--- config.mk ---
export PLATFORM = sky130hd
export DESIGN_NAME = mem_store_ctrl
export DESIGN_NICKNAME = d
export VERILOG_FILES = /design/src/rtl/mem_store_ctrl.sv
export SDC_FILE = /design/constraint.sdc
export NUM_CORES = 1
export LEC_CHECK = 0
export CAP_MARGIN = 0
export CORE_ASPECT_RATIO = 0.9
export CORE_MARGIN = 5
export CORE_UTILIZATION = 37
export CTS_BUF_LIST = sky130_fd_sc_hd__clkbuf_8
export CTS_CLUSTER_DIAMETER = 80
export DETAILED_ROUTE_END_ITERATION = 7
export SLEW_MARGIN = 20
export SYNTH_ARGS = -nofsm -noshare
export SYNTH_HDL_FRONTEND = slang
export SYNTH_SLANG_ARGS = --single-unit
--- constraint.sdc ---
create_clock -name clk -period 6.66 [get_ports clk]
set_input_delay 1.665 -clock clk [delete_from_list [all_inputs] [get_ports clk]]
set_output_delay 1.665 -clock clk [all_outputs]
set_load 0.02 [all_outputs]
--- src/rtl/mem_store_ctrl.sv ---
// Store sequencer for the multicycle datapath: sw writes directly, sh/sb do a
// read-modify-write of the containing word; misaligned or illegal requests end in ERR.
module mem_store_ctrl #(
  parameter int MEM_LATENCY = 1
) (
  input  logic        clk,
  input  logic        reset,
  input  logic        start,
  input  logic [1:0]  store_type,
  input  logic [31:0] addr,
  input  logic [31:0] write_data,
  input  logic [31:0] mem_rdata,
  output logic [31:0] mem_addr,
  output logic [31:0] mem_wdata,
  output logic        mem_wr,
  output logic        busy,
  output logic        done,
  output logic        misalign
);

  typedef enum logic [2:0] {
    S_IDLE  = 3'd0,
    S_READ  = 3'd1,
    S_WRITE = 3'd2,
    S_DONE  = 3'd3,
    S_ERR   = 3'd4
  } state_t;

  localparam logic [1:0] T_SW  = 2'b00;
  localparam logic [1:0] T_SH  = 2'b01;
  localparam logic [1:0] T_BAD = 2'b11;
  localparam logic [2:0] LAT_W = 3'(MEM_LATENCY);

  state_t      state_q, state_d;
  logic [2:0]  lat_cnt_q, lat_cnt_d;
  logic [31:0] addr_q, addr_d;
  logic [31:0] data_q, data_d;
  logic [1:0]  type_q, type_d;
  logic [31:0] rd_buf_q, rd_buf_d;
  logic [31:0] mem_addr_q, mem_addr_d;
  logic [31:0] mem_wdata_q, mem_wdata_d;
  logic        mem_wr_q, mem_wr_d;
  logic        busy_q, busy_d;
  logic        done_q, done_d;
  logic        misalign_q, misalign_d;

  // Replace the addressed byte/halfword lane of w with the low bits of d (little-endian).
  function automatic logic [31:0] merge_lane(input logic [31:0] w, input logic [1:0] t,
                                             input logic [1:0] a, input logic [31:0] d);
    logic [31:0] r;
    r = w;
    if (t == T_SH) begin
      if (a[1]) r[31:16] = d[15:0];
      else      r[15:0]  = d[15:0];
    end else begin
      case (a)
        2'd0:    r[7:0]   = d[7:0];
        2'd1:    r[15:8]  = d[7:0];
        2'd2:    r[23:16] = d[7:0];
        default: r[31:24] = d[7:0];
      endcase
    end
    return r;
  endfunction

  always_comb begin
    state_d   = state_q;
    lat_cnt_d = lat_cnt_q;
    addr_d    = addr_q;
    data_d    = data_q;
    type_d    = type_q;
    rd_buf_d  = rd_buf_q;
    case (state_q)
      S_IDLE: begin
        if (start) begin
          addr_d = addr;
          data_d = write_data;
          type_d = store_type;
          if (store_type == T_BAD ||
              (store_type == T_SW && addr[1:0] != 2'b00) ||
              (store_type == T_SH && addr[0]))
            state_d = S_ERR;
          else if (store_type == T_SW)
            state_d = S_WRITE;
          else
            state_d = S_READ;
        end
      end
      S_READ: begin
        if (lat_cnt_q == LAT_W) begin
          rd_buf_d  = mem_rdata;
          lat_cnt_d = 3'd0;
          state_d   = S_WRITE;
        end else begin
          lat_cnt_d = lat_cnt_q + 3'd1;
        end
      end
      S_WRITE: state_d = S_DONE;
      default: state_d = S_IDLE;
    endcase

    // Outputs are computed for the upcoming state so they come straight off flops.
    mem_wr_d    = (state_d == S_WRITE);
    mem_addr_d  = (state_d == S_READ || state_d == S_WRITE) ? {addr_d[31:2], 2'b00} : 32'd0;
    mem_wdata_d = 32'd0;
    if (state_d == S_WRITE)
      mem_wdata_d = (type_d == T_SW) ? data_d : merge_lane(rd_buf_d, type_d, addr_d[1:0], data_d);
    busy_d     = (state_d != S_IDLE);
    done_d     = (state_d == S_DONE || state_d == S_ERR);
    misalign_d = (state_d == S_ERR);
  end

  always_ff @(posedge clk or posedge reset) begin
    if (reset) begin
      state_q     <= S_IDLE;
      lat_cnt_q   <= 3'd0;
      addr_q      <= 32'd0;
      data_q      <= 32'd0;
      type_q      <= 2'b00;
      rd_buf_q    <= 32'd0;
      mem_addr_q  <= 32'd0;
      mem_wdata_q <= 32'd0;
      mem_wr_q    <= 1'b0;
      busy_q      <= 1'b0;
      done_q      <= 1'b0;
      misalign_q  <= 1'b0;
    end else begin
      state_q     <= state_d;
      lat_cnt_q   <= lat_cnt_d;
      addr_q      <= addr_d;
      data_q      <= data_d;
      type_q      <= type_d;
      rd_buf_q    <= rd_buf_d;
      mem_addr_q  <= mem_addr_d;
      mem_wdata_q <= mem_wdata_d;
      mem_wr_q    <= mem_wr_d;
      busy_q      <= busy_d;
      done_q      <= done_d;
      misalign_q  <= misalign_d;
    end
  end

  assign mem_addr  = mem_addr_q;
  assign mem_wdata = mem_wdata_q;
  assign mem_wr    = mem_wr_q;
  assign busy      = busy_q;
  assign done      = done_q;
  assign misalign  = misalign_q;

endmodule

; ---- Word level (Yosys, flattened, before mapping)
; Cells that the tools add are included.
; W data, S select, Z words.
[classes]
add_sub_neg = 1
multipliers = 0
div_mod_pow = 0
magnitude_cmp = 0
n_eq_ne = 12
n_shift = 0
n_mux = 24
bitwise_logic = 0
n_reduce_logical = 13
[ops]
columns = operator, n
row1 = $mux W32, 10
row2 = $mux W16, 2
row3 = $mux W8, 4
row4 = $mux W3, 4
row5 = $eq A3 B1 Y1 const B, 3
row6 = $eq A3 B2 Y1 const B, 3
row7 = $pmux W3 S3, 1
row8 = $eq A2 B1 Y1 const B, 3
row9 = $logic_not A2 Y1, 3
row10 = $mux W2, 3
row11 = $eq A2 B2 Y1 const B, 2
row12 = $logic_or A1 B1 Y1, 4
row13 = $add A3 B1 Y3 const B, 1
row14 = $eq A3 B3 Y1 const B, 1
row15 = $logic_not A3 Y1, 1
row16 = $reduce_bool A3 Y1, 1
row17 = $reduce_or A3 Y1, 1
row18 = $logic_and A1 B1 Y1, 2
row19 = $reduce_bool A2 Y1, 1
[word_totals]
ff_bits = 172
latchBits = 0
ram_bits = 0
romBits = 0
inputBits = 101
out_inout_bits = 68
wordCells = 62
mem_count = 0

; ---- Longest topological paths before layout
; Gate-level depths: netlist of run 1.
[depth]
depth_word = 10
ltp_mapped = 8

; ---- Least setup slack after synthesis of run 1
; No wires, ideal clock.
[synth_path]
path_kind = input port to flip-flop
startpoint = input start
endpoint = register mem_wdata_q[0] (netlist: mem_wdata[0])
setup_ps = 131
t_arrival_ps = 3269
required_ps = 6529
path_slack_ps = 3259
path_stages = 6
n_path_buf = 1
path_cell_list = nor4b_4 > buf_6 > mux2_2 > a211oi_4 > mux2i_1 > nor2_1
[synth_via]
elab_chain_cells = 7
[synth_rtl]
columns = item, line_no
row1 = from (decl), 8  ; input logic start,
row2 = $mux W32, 75  ; if (start) begin
row3 = $mux W32, 73  ; case (state_q)
row4 = $logic_not A2 Y1, 56  ; case (a)
row5 = $mux W8, 56
row6 = $mux W32, 52  ; if (t == T_SH) begin
row7 = $mux W32, 107  ; mem_wdata_d = (type_d == T_SW) ? data_d : merge_lane(rd_buf_d, type_d, addr_d[1:0], data_d);
row8 = $mux W32 (*), 106  ; if (state_d == S_WRITE)
row9 = via mem_wdata_d[0], 41  ; logic [31:0] mem_wdata_q, mem_wdata_d;
row10 = to (signal assigned), 135  ; mem_wdata_q <= mem_wdata_d;
row11 = to (decl), 41
; The timed path passes the listed nets; every way through them passes the cells marked *.
; A chain may end at the register's enable or synchronous reset.

; ---- Final worst setup path of run 1
[layout_path]
startpoint = input start
endpoint = register mem_wdata_q[7] (netlist: mem_wdata[7])
; Same word-level chain as after synthesis.

==> results of run 1 <==
[power breakdown]
| group | switching [W] | leakage (nW) | total (W) | internal [W] |
|---|---|---|---|---|
| sequential | 0.000169 | 2.12 | 0.00167 | 0.00151 |
| clock | 0.000378 | 0.229 | 0.000838 | 0.000460 |
| combinational | 0.00105 | 1.66 | 0.00199 | 0.000944 |
| total | 0.00160 | 4.01 | 0.00451 | 0.00291 |
[critical path, stage by stage]
cell,delay [ns]
clkdlybuf4s50_1,0.48
nor4b_4,0.22
buf_4,0.62
mux2_2,0.48
a211oi_4,0.57
mux2i_1,0.27
nor2_1,0.06
[through the flow]
step | instances | worst slack [ns]
after CTS | 932 | 2.65
after global placement | 900 | 2.19
after global routing | 932 | 2.48
after detailed placement | 900 | 2.17
after floorplan | 508 | 0.392
final | 932 | 2.61
[Yosys cell counts, drive strengths merged]
| cell | instances | share of area, % |
|---|---|---|
| a311oi | 6 | 1.3 |
| a221oi | 5 | 0.63 |
| o21ai | 10 | 0.72 |
| nor4b | 2 | 0.47 |
| a21boi | 15 | 1.6 |
| nor2 | 19 | 1.0 |
| a211oi | 3 | 0.51 |
| nand3b | 5 | 0.54 |
| a2111oi | 1 | 0.13 |
| clkbuf | 12 | 0.65 |
| and4bb | 1 | 0.18 |
| xnor2 | 2 | 0.25 |
| mux2i | 34 | 5.0 |
| o22ai | 4 | 0.36 |
| nor2b | 19 | 1.7 |
| nand2 | 21 | 1.1 |
| inv | 22 | 1.2 |
| a31oi | 1 | 0.090 |
| nor3 | 1 | 0.072 |
| o31ai | 1 | 0.11 |
| nand2b | 14 | 1.3 |
| and2 | 3 | 0.27 |
| o311a | 9 | 1.3 |
| conb | 1 | 0.054 |
| o22a | 7 | 0.89 |
| and4b | 1 | 0.14 |
| nand4bb | 1 | 0.16 |
| a21oi | 2 | 0.14 |
| buf | 14 | 1.3 |
| mux2 | 83 | 14 |
| o211ai | 5 | 0.54 |
| dfrtp | 170 | 61 |
| nand3 | 7 | 0.51 |
| o221a | 1 | 0.16 |
| nor3b | 4 | 0.43 |
| a22o | 1 | 0.13 |
[routing by layer]
metal,track usage [%],routed length [microns],up-vias
li1,-,-,2107
met1,21.9,8010,2332
met2,25.1,8030,149
met3,5.12,1050,10
met4,3.49,109,0
met5,0,0,-
[flip-flops by register name (all words and copies together), names as in the netlist]
| name | count |
|---|---|
| addr_q | 32 |
| mem_wdata | 32 |
| done | 1 |
| rd_buf_q | 32 |
| state_q | 3 |
| lat_cnt_q | 3 |
| mem_wr | 1 |
| mem_addr | 30 |
| busy | 1 |
| type_q | 2 |
| misalign | 1 |
| data_q | 32 |
[worst paths after layout]
check | to | cells after the start
min in group asynchronous | mem_addr[12] | 2
setup / recovery | mem_wdata[7] | 7
hold / removal | rd_buf_q[20] | 2
setup reg to reg | mem_wdata[7] | 6
max in group asynchronous | mem_wdata[10] | 3
hold reg to reg | rd_buf_q[20] | 2
[cells by family (layout without fill, tap and decap cells)]
group                     count (synthesis)  in the layout
muxes                                   117            117
AOI/OAI and AO/OA                        71             71
other                                     1              2
and+or+nand+nor                          98             98
xor gates and xnor gates                  2              2
buffers and inverters                    48            227
DFF                                     170            170
[area by class of cell]
cell class              count  area (sq um)
clock buffers              18           248
clock inverters            14           219
fillers                  1619          9120
inverters                  22          87.6
multi-input cells         290          2460
flip-flops and latches    170          4250
well taps                 245           307
repair buffers            173          1710
==> flow_metrics.py, run 1 <==
metrics = {
    "route": {
        "vias": 4598,
        "viasPerCell": 4.93,
        "drc": 0,
        "first_iter_violations": 232,
        "wl_per_cell_microns": 18.5,
        "firstDrtPassIters": 4,
        "ant_nets": 0,
        "wl_microns": 17200,
    },
    "timing": {
        "drv_slew": 0,
        "max_slew_margin_pct": 40.6,
        "rsz0062_at_grt": "no",
        "tightest_slew_ns": 0.887,
        "setup_violations": 0,
        "fin_skew_ns": 0.00742,
        "fin_tns_setup_ns": 0,
        "hold_violations": 0,
        "timing.final.crit_share_pct": 60.9,
        "fmax_mhz": 247,
        "worst_hold_slack_ns": 0.491,
        "period_needed_ns": 4.05,
    },
    "clock_network": {
        "clkTransAtPathRegs_ns": 0.09,
        "clk_latency_ns": 0.45,
        "post_cts_resized": 0,
        "cts_sinks": 170,
        "cts_buffers": 17,
        "cts-hold-fix-buffers": 0,
        "cts_setup_buffers": 0,
        "cts-root-buf": "clkbuf_8",
        "cts-htree-levels": 4,
        "cts_buffer_depth": 2,
        "cts_tree": "done",
    },
    "global_route": {
        "gr-total-overflow": 0,
        "grtUsageTotal_pct": 16.0,
        "antenna_found_initial": 0,
        "grt_max_degree": 63,
        "grt_pass1_vias": 4936,
        "grt_first_pass_wirelength_microns": 27100,
    },
    "synthesis": {
        "ys_seq_elements": 170,
        "yosys.cell_types.count": 44,
        "yosys.area_share.simple_pct": 7.94,
        "synthMuxAreaShare_pct": 18.5,
        "synth_area_sq_um": 6920,
        "synth_xor_area_share_pct": 0.253,
        "synth_cells": 507,
        "synth_compound_area_share_pct": 8.60,
        "syn_area_per_cell_sq_um": 13.7,
        "synthAdderAreaFrac_pct": 0,
        "ys_warn_count": 0,
        "yosysSeqAreaShare_pct": 61.5,
        "synth_top_family_by_area": "multiplexers",
    },
    "place": {
        "place.gp.congestion": 0.824,
        "numPortBuffers": 166,
        "place_area_sq_um": 8820,
        "hpwl_microns": 12100,
    },
    "power_and_ir_drop": {
        "p_per_area_nw_per_um2": 485,
        "ir_drop_mv": 0.259,
        "power_w": 0.00451,
        "p_leak_nw": 4.01,
    },
    "finish": {
        "final_common_cell": "dfrtp_1",
        "final_nets": 775,
        "area_growth_pct": 34.2,
        "drive_gt1_share_pct": 19.2,
        "final_area_sq_um": 9290,
        "mostFrequentLayoutCells": "dfrtp_1, clkdlybuf4s50_1, mux2_2, mux2i_1, inv_1",
        "fin_util_pct": 50.5,
        "num_antenna_cells": 0,
    },
    "setup_path": {
        "cp-startpoint": "start",
        "critical_path_class": "input pin to flip-flop",
        "path_max_fanout": 51,
        "arrival_ns": 4.38,
        "cp.required_ns": 6.99,
        "timing.rr.start": "state_q[2]",
        "regToRegSetupSlack_ns": 3.73,
        "start_kind": "input pin",
        "crit_path_end_kind": "flip-flop",
    },
    "die": {
        "dieWidth_microns": 154,
        "initial_core_util_pct": 37.6,
        "io_pins": 169,
        "rows": 47,
        "die_h_microns": 140,
        "core_sq_um": 18400,
        "die_area_sq_um": 21500,
    },
    "min_path": {
        "worstHoldStart": "rd_buf_q[20]",
        "hold_class": "flip-flop to flip-flop",
    },
    "flow_run": {
        "cap_violations": 0,
    },
    "status": {
        "status": "finished, final reports clean",
    },
}
Note: power is estimated with default switching activity, not from simulation.
==> run 2, diff against run 1 <==
--- a/config.mk
+++ b/config.mk
@@ -12,6 +12,7 @@
 export CTS_BUF_LIST = sky130_fd_sc_hd__clkbuf_8
 export CTS_CLUSTER_DIAMETER = 80
 export DETAILED_ROUTE_END_ITERATION = 7
+export PLACE_DENSITY = 0.65
 export SLEW_MARGIN = 20
 export SYNTH_ARGS = -nofsm -noshare
 export SYNTH_HDL_FRONTEND = slang
==> constraint.sdc (replaced) <==
create_clock -name clk -period 3.5 [get_ports clk]
set_input_delay 0.875 -clock clk [delete_from_list [all_inputs] [get_ports clk]]
set_output_delay 0.875 -clock clk [all_outputs]
set_load 0.02 [all_outputs]
==> run 2 against run 1 <==
Net effect:
- combinational power grew 95%
- global-route usage grew 0.26 points
- count of clock-buffer cells in the layout grew 1
- sequential power grew 90%
- register-to-register slack lost 2.8 ns
- via count shrank 0.17%
- sequential share of layout area shrank 0.068 points
- flip-flop and latch count is the same
- power grew 86%
- cell area grew 0.15%
- cell count grew 0.86%
- clock skew grew 0.0090 ns
- critical endpoint is now mem_wdata[24]
==> flow_metrics.py, run 2 (same netlist as run 1, synthesis figures left out) <==
metrics = {
    "place": {
        "place.gp.congestion": 0.853,
        "dp_slack_ns": 0.281,
        "hpwl_microns": 12400,
        "numPortBuffers": 166,
        "place_area_sq_um": 8930,
    },
    "setup_path": {
        "cp.required_ns": 3.84,
        "crit_path_end_kind": "flip-flop",
        "start_kind": "input pin",
        "regToRegSetupSlack_ns": 0.92,
        "path_max_fanout": 19,
        "critical_path_class": "input pin to flip-flop",
        "arrival_ns": 3.12,
    },
    "die": {
        "die_h_microns": 140,
        "core_sq_um": 18400,
        "dieWidth_microns": 154,
        "initial_core_util_pct": 37.6,
        "die_area_sq_um": 21500,
        "io_pins": 169,
        "rows": 47,
    },
    "finish": {
        "final_nets": 785,
        "final_common_cell": "dfrtp_1",
        "seqCellArea_sq_um": 4250,
        "multi_input_area_sq_um": 2460,
        "fill_cells": 1608,
        "fin_util_pct": 50.5,
        "mostFrequentLayoutCells": "dfrtp_1, clkdlybuf4s50_1, mux2_2, mux2i_1, inv_1",
        "num_antenna_cells": 0,
        "area_growth_pct": 34.4,
        "final_area_sq_um": 9300,
        "drive_gt1_share_pct": 19.9,
    },
    "timing": {
        "fin_skew_ns": 0.0165,
        "max_slew_margin_pct": 45.6,
        "fmax_mhz": 359,
        "timing.final.crit_share_pct": 79.6,
        "setup_ws_ns": 0.713,
        "fin_tns_setup_ns": 0,
        "tightest_slew_ns": 0.807,
        "period_needed_ns": 2.79,
        "rsz0062_at_grt": "no",
        "drv_slew": 0,
        "hold_violations": 0,
        "setup_violations": 0,
    },
    "clock_network": {
        "cts_sinks": 170,
        "cts-root-buf": "clkbuf_8",
        "cts_buffer_depth": 2,
        "cts_buffers": 17,
        "cts_setup_buffers": 0,
        "post_cts_resized": 0,
        "cts_tree": "done",
        "clkTransAtPathRegs_ns": 0.08,
        "clk_latency_ns": 0.45,
        "cts-hold-fix-buffers": 0,
        "cts-htree-levels": 4,
    },
    "global_route": {
        "antenna_found_initial": 1,
        "grt_pass1_vias": 4925,
        "grt_max_degree": 76,
        "grt_first_pass_wirelength_microns": 27500,
        "grtUsageTotal_pct": 16.3,
        "gr-total-overflow": 0,
    },
    "route": {
        "viasPerCell": 4.88,
        "firstDrtPassIters": 4,
        "wl_microns": 17100,
        "drc": 0,
        "ant_nets": 0,
        "vias": 4590,
        "wl_per_cell_microns": 18.2,
        "first_iter_violations": 197,
    },
    "power_and_ir_drop": {
        "p_per_area_nw_per_um2": 900,
        "seq_power_share_pct": 37.9,
        "swShare_pct": 35.7,
        "p_int_w": 0.00538,
        "p_leak_nw": 4.04,
        "power_w": 0.00837,
        "combPwrFrac_pct": 46.4,
        "p_sw_w": 0.00299,
        "ir_drop_mv": 0.393,
        "p_clk_share_pct": 15.7,
    },
    "flow_run": {
        "cap_violations": 0,
    },
    "min_path": {
        "hold_class": "flip-flop to flip-flop",
    },
    "status": {
        "status": "finished, final reports clean",
    },
}
## run 2: area by class of cell
| class | count | area share (%) |
|---|---|---|
| tap | 245 | 3.30 |
| inverter | 22 | 0.928 |
| timing repair buffer | 183 | 19.6 |
| clock inverter | 11 | 1.16 |
| clock buffer | 19 | 2.81 |
| sequential | 170 | 45.7 |
| multi-input combinational | 290 | 26.4 |
## run 2: worst paths after layout
kind | depth (start not counted) | startpoint | endpoint
max | 8 | start | mem_wdata[24]
min | 2 | rd_buf_q[20] | rd_buf_q[20]
max reg2reg | 7 | state_q[1] | mem_wdata[18]
min reg2reg | 2 | rd_buf_q[20] | rd_buf_q[20]
max in group asynchronous | 3 | reset | data_q[22]
min in group asynchronous | 2 | reset | mem_addr[5]
## run 2: through the flow
| stage | hold slack, ns | cells |
|---|---|---|
| after global placement | 0.473 | 910 |
| after floorplan | 0.450 | 508 |
| final | 0.490 | 940 |
| after global routing | 0.506 | 940 |
| after CTS | 0.498 | 940 |
| after detailed placement | 0.479 | 910 |
## run 2: routing by layer
metal  global-route usage (%)  up-vias  wire length (microns)
met2                     24.4      154                   7610
met3                     5.65       10                   1310
met1                     23.1     2292                   8030
li1                         -     2132                      -
met4                     3.39        2                    127
met5                        0        -                      7
## run 2: power groups by stage
stage / Sequential (W) / Combinational, W / Clock, W
final: 0.00317 / 0.00389 / 0.00132
after global routing: 0.00327 / 0.00422 / 0.00145
after CTS: 0.00318 / 0.00394 / 0.00136
after detailed placement: 0.00322 / 0.00392 / 0
after global placement: 0.00320 / 0.00385 / 0
after floorplan: 0.00354 / 0.00211 / 0
## run 2: critical path: stages
cell,delay (ns)
clkdlybuf4s50_1,0.47
nor4b_4,0.29
buf_12,0.22
mux2i_1,0.33
inv_1,0.11
and2_0,0.29
nor2b_1,0.23
nor4b_1,0.30
==> run 3, diff against run 2 <==
==> constraint.sdc (replaced) <==
create_clock -name clk -period 2.55 [get_ports clk]
set_input_delay 0.6375 -clock clk [delete_from_list [all_inputs] [get_ports clk]]
set_output_delay 0.6375 -clock clk [all_outputs]
set_load 0.02 [all_outputs]
==> run 3 against run 2 <==
Net effect:
- via count rose by 3.3%
- critical path type unchanged
- cell area rose by 4.6%
- global-route usage rose by 0.76 points
- die area did not move
- first-iteration DRC count rose by 8.1%
- wire length rose by 5.2%
- clock skew fell by 0.0035 ns
- cell count rose by 4.5%
- highest routed layer is now met4
- combinational power rose by 51%
- largest power group unchanged
- non-clock buffer count rose by 39
==> flow_metrics.py, run 3 (same netlist as run 1, synthesis figures left out) <==
metrics = {
    "status": {
        "status": "finished, final reports clean",
    },
    "min_path": {
        "hold_class": "flip-flop to flip-flop",
        "worstHoldEndpoint": "rd_buf_q[19]",
        "hold_depth": 2,
        "worstHoldStart": "rd_buf_q[19]",
    },
    "setup_path": {
        "critical_path_class": "input pin to flip-flop",
        "arrival_ns": 2.73,
        "crit_path_end_kind": "flip-flop",
        "critPathBufInv": 3,
        "rr_worst_depth": 7,
        "path_max_fanout": 15,
        "timing.rr.start": "state_q[2]",
        "regToRegSetupSlack_ns": 0.24,
        "start_kind": "input pin",
        "cp_top_family": "compound AO/OA/AOI/OAI gates",
        "crit_chain": "clkdlybuf4s50_1, nor4b_4, buf_12, buf_4, mux2i_2, a311oi_4, o22ai_1, a311oi_1",
        "cp.required_ns": 2.90,
        "crit_slowest_cell": "a311oi_4",
        "max_stage_delay_ns": 0.52,
        "r2r-end": "mem_wdata[19]",
    },
    "clock_network": {
        "clkTransAtPathRegs_ns": 0.08,
        "cts_buffer_depth": 2,
        "cts-root-buf": "clkbuf_8",
        "cts_buffers": 17,
        "cts_sinks": 170,
        "cts_setup_buffers": 0,
        "clk_latency_ns": 0.45,
        "cts-htree-levels": 4,
        "cts_tree": "done",
        "cts-hold-fix-buffers": 0,
        "post_cts_resized": 0,
    },
    "route": {
        "viasPerCell": 4.83,
        "ant_nets": 0,
        "drc": 0,
        "wl_microns": 18000,
        "wl_per_cell_microns": 18.3,
        "firstDrtPassIters": 4,
        "first_iter_violations": 213,
        "vias": 4742,
    },
    "timing": {
        "setup_violations": 0,
        "period_needed_ns": 2.38,
        "setup_ws_ns": 0.170,
        "max_slew_margin_pct": 63.4,
        "drv_slew": 0,
        "timing.final.crit_share_pct": 93.3,
        "fmax_mhz": 420,
        "tightest_slew_ns": 0.548,
        "rsz0062_at_grt": "no",
        "fin_skew_ns": 0.0129,
        "hold_violations": 0,
    },
    "global_route": {
        "gr-total-overflow": 0,
        "grt_first_pass_wirelength_microns": 28600,
        "antenna_found_initial": 1,
        "grt_pass1_vias": 5136,
        "grt_max_degree": 46,
        "grtUsageTotal_pct": 17.0,
    },
    "finish": {
        "fill_cells": 1582,
        "mostFrequentLayoutCells": "dfrtp_1, clkdlybuf4s50_1, mux2_2, buf_4, mux2i_1",
        "final_nets": 824,
        "fin_util_pct": 52.9,
        "area_growth_pct": 40.6,
        "drive_gt1_share_pct": 24.7,
        "final_common_cell": "dfrtp_1",
    },
    "die": {
        "io_pins": 169,
        "dieWidth_microns": 154,
        "initial_core_util_pct": 37.6,
        "core_sq_um": 18400,
        "die_area_sq_um": 21500,
        "die_h_microns": 140,
        "rows": 47,
    },
    "place": {
        "numPortBuffers": 166,
        "hpwl_microns": 13500,
        "dp_slack_ns": -0.309,
        "place.gp.congestion": 0.826,
    },
    "power_and_ir_drop": {
        "ir_drop_mv": 0.528,
        "p_leak_nw": 4.26,
        "p_per_area_nw_per_um2": 1250,
    },
    "flow_run": {
        "cap_violations": 0,
    },
}
run 3: changes by cell type in the layout (fill, tap and decap cells not counted), moves of 2 or more:
cell        delta
buf_12         +8
buf_4         +31
clkinv_2       -2
clkinvlp_4     +4
inv_1          -3
inv_6          +2
run 3: worst max-delay path by stage:
stage / from / end / slack, ns / cells after the start
2_1_floorplan: reset / addr_q[0] / -0.26 / 1
3_3_place_gp: start / mem_wdata[19] / -0.28 / 8
3_5_place_dp: start / mem_wdata[17] / -0.31 / 8
4_1_cts: start / mem_wdata[17] / 0.18 / 8
5_1_grt: start / mem_wdata[19] / 0.07 / 8
6_report: start / mem_wdata[19] / 0.17 / 8
run 3: where the power goes:
part	total (W)	internal, W	switching, W
clock	0.00192	0.000926	0.000994
combinational	0.00589	0.00300	0.00289
sequential	0.00439	0.00393	0.000456
run 3: per-layer routing:
layer,global-route usage [%],up-vias,wire length (microns)
met5,0,-,0
met4,5.25,0,255
met3,6.15,18,1560
met2,25.3,174,8150
met1,23.4,2338,8010
li1,-,2212,-
run 3: stage by stage:
| step | hold slack, ns | instance area (sq um) | instances | total power, W | TNS, ns |
|---|---|---|---|---|---|
| finish | 0.487 | 9730 | 982 | 0.0122 | 0 |
| CTS | 0.494 | 9730 | 981 | 0.0124 | 0 |
| global route | 0.511 | 9730 | 981 | 0.0130 | 0 |
| global placement | 0.468 | 9330 | 949 | 0.0102 | -6.81 |
| detailed placement | 0.472 | 9330 | 949 | 0.0104 | -7.57 |
| floorplan | 0.450 | 6930 | 508 | 0.00775 | -43.56 |
run 3: worst reg2reg max path, cell delays in order, from the launching register on:
cell,delay (ns)
dfrtp_1,0.46
nor4b_4,0.38
buf_12,0.19
buf_4,0.13
mux2i_2,0.09
a311oi_4,0.52
o22ai_1,0.16
a311oi_1,0.28
run 3: area by class of cell:
cell class                      count  area [sq um]  area share, %
Sequential cell                   170          4250           43.7
Multi-Input combinational cell    290          2460           25.3
Timing Repair Buffer              222          2220           22.8
Tap cell                          245           307           3.15
Clock buffer                       19           262           2.69
Clock inverter                     13           143           1.47
Inverter                           22          86.3          0.887
Antenna cell                        1          2.50         0.0257
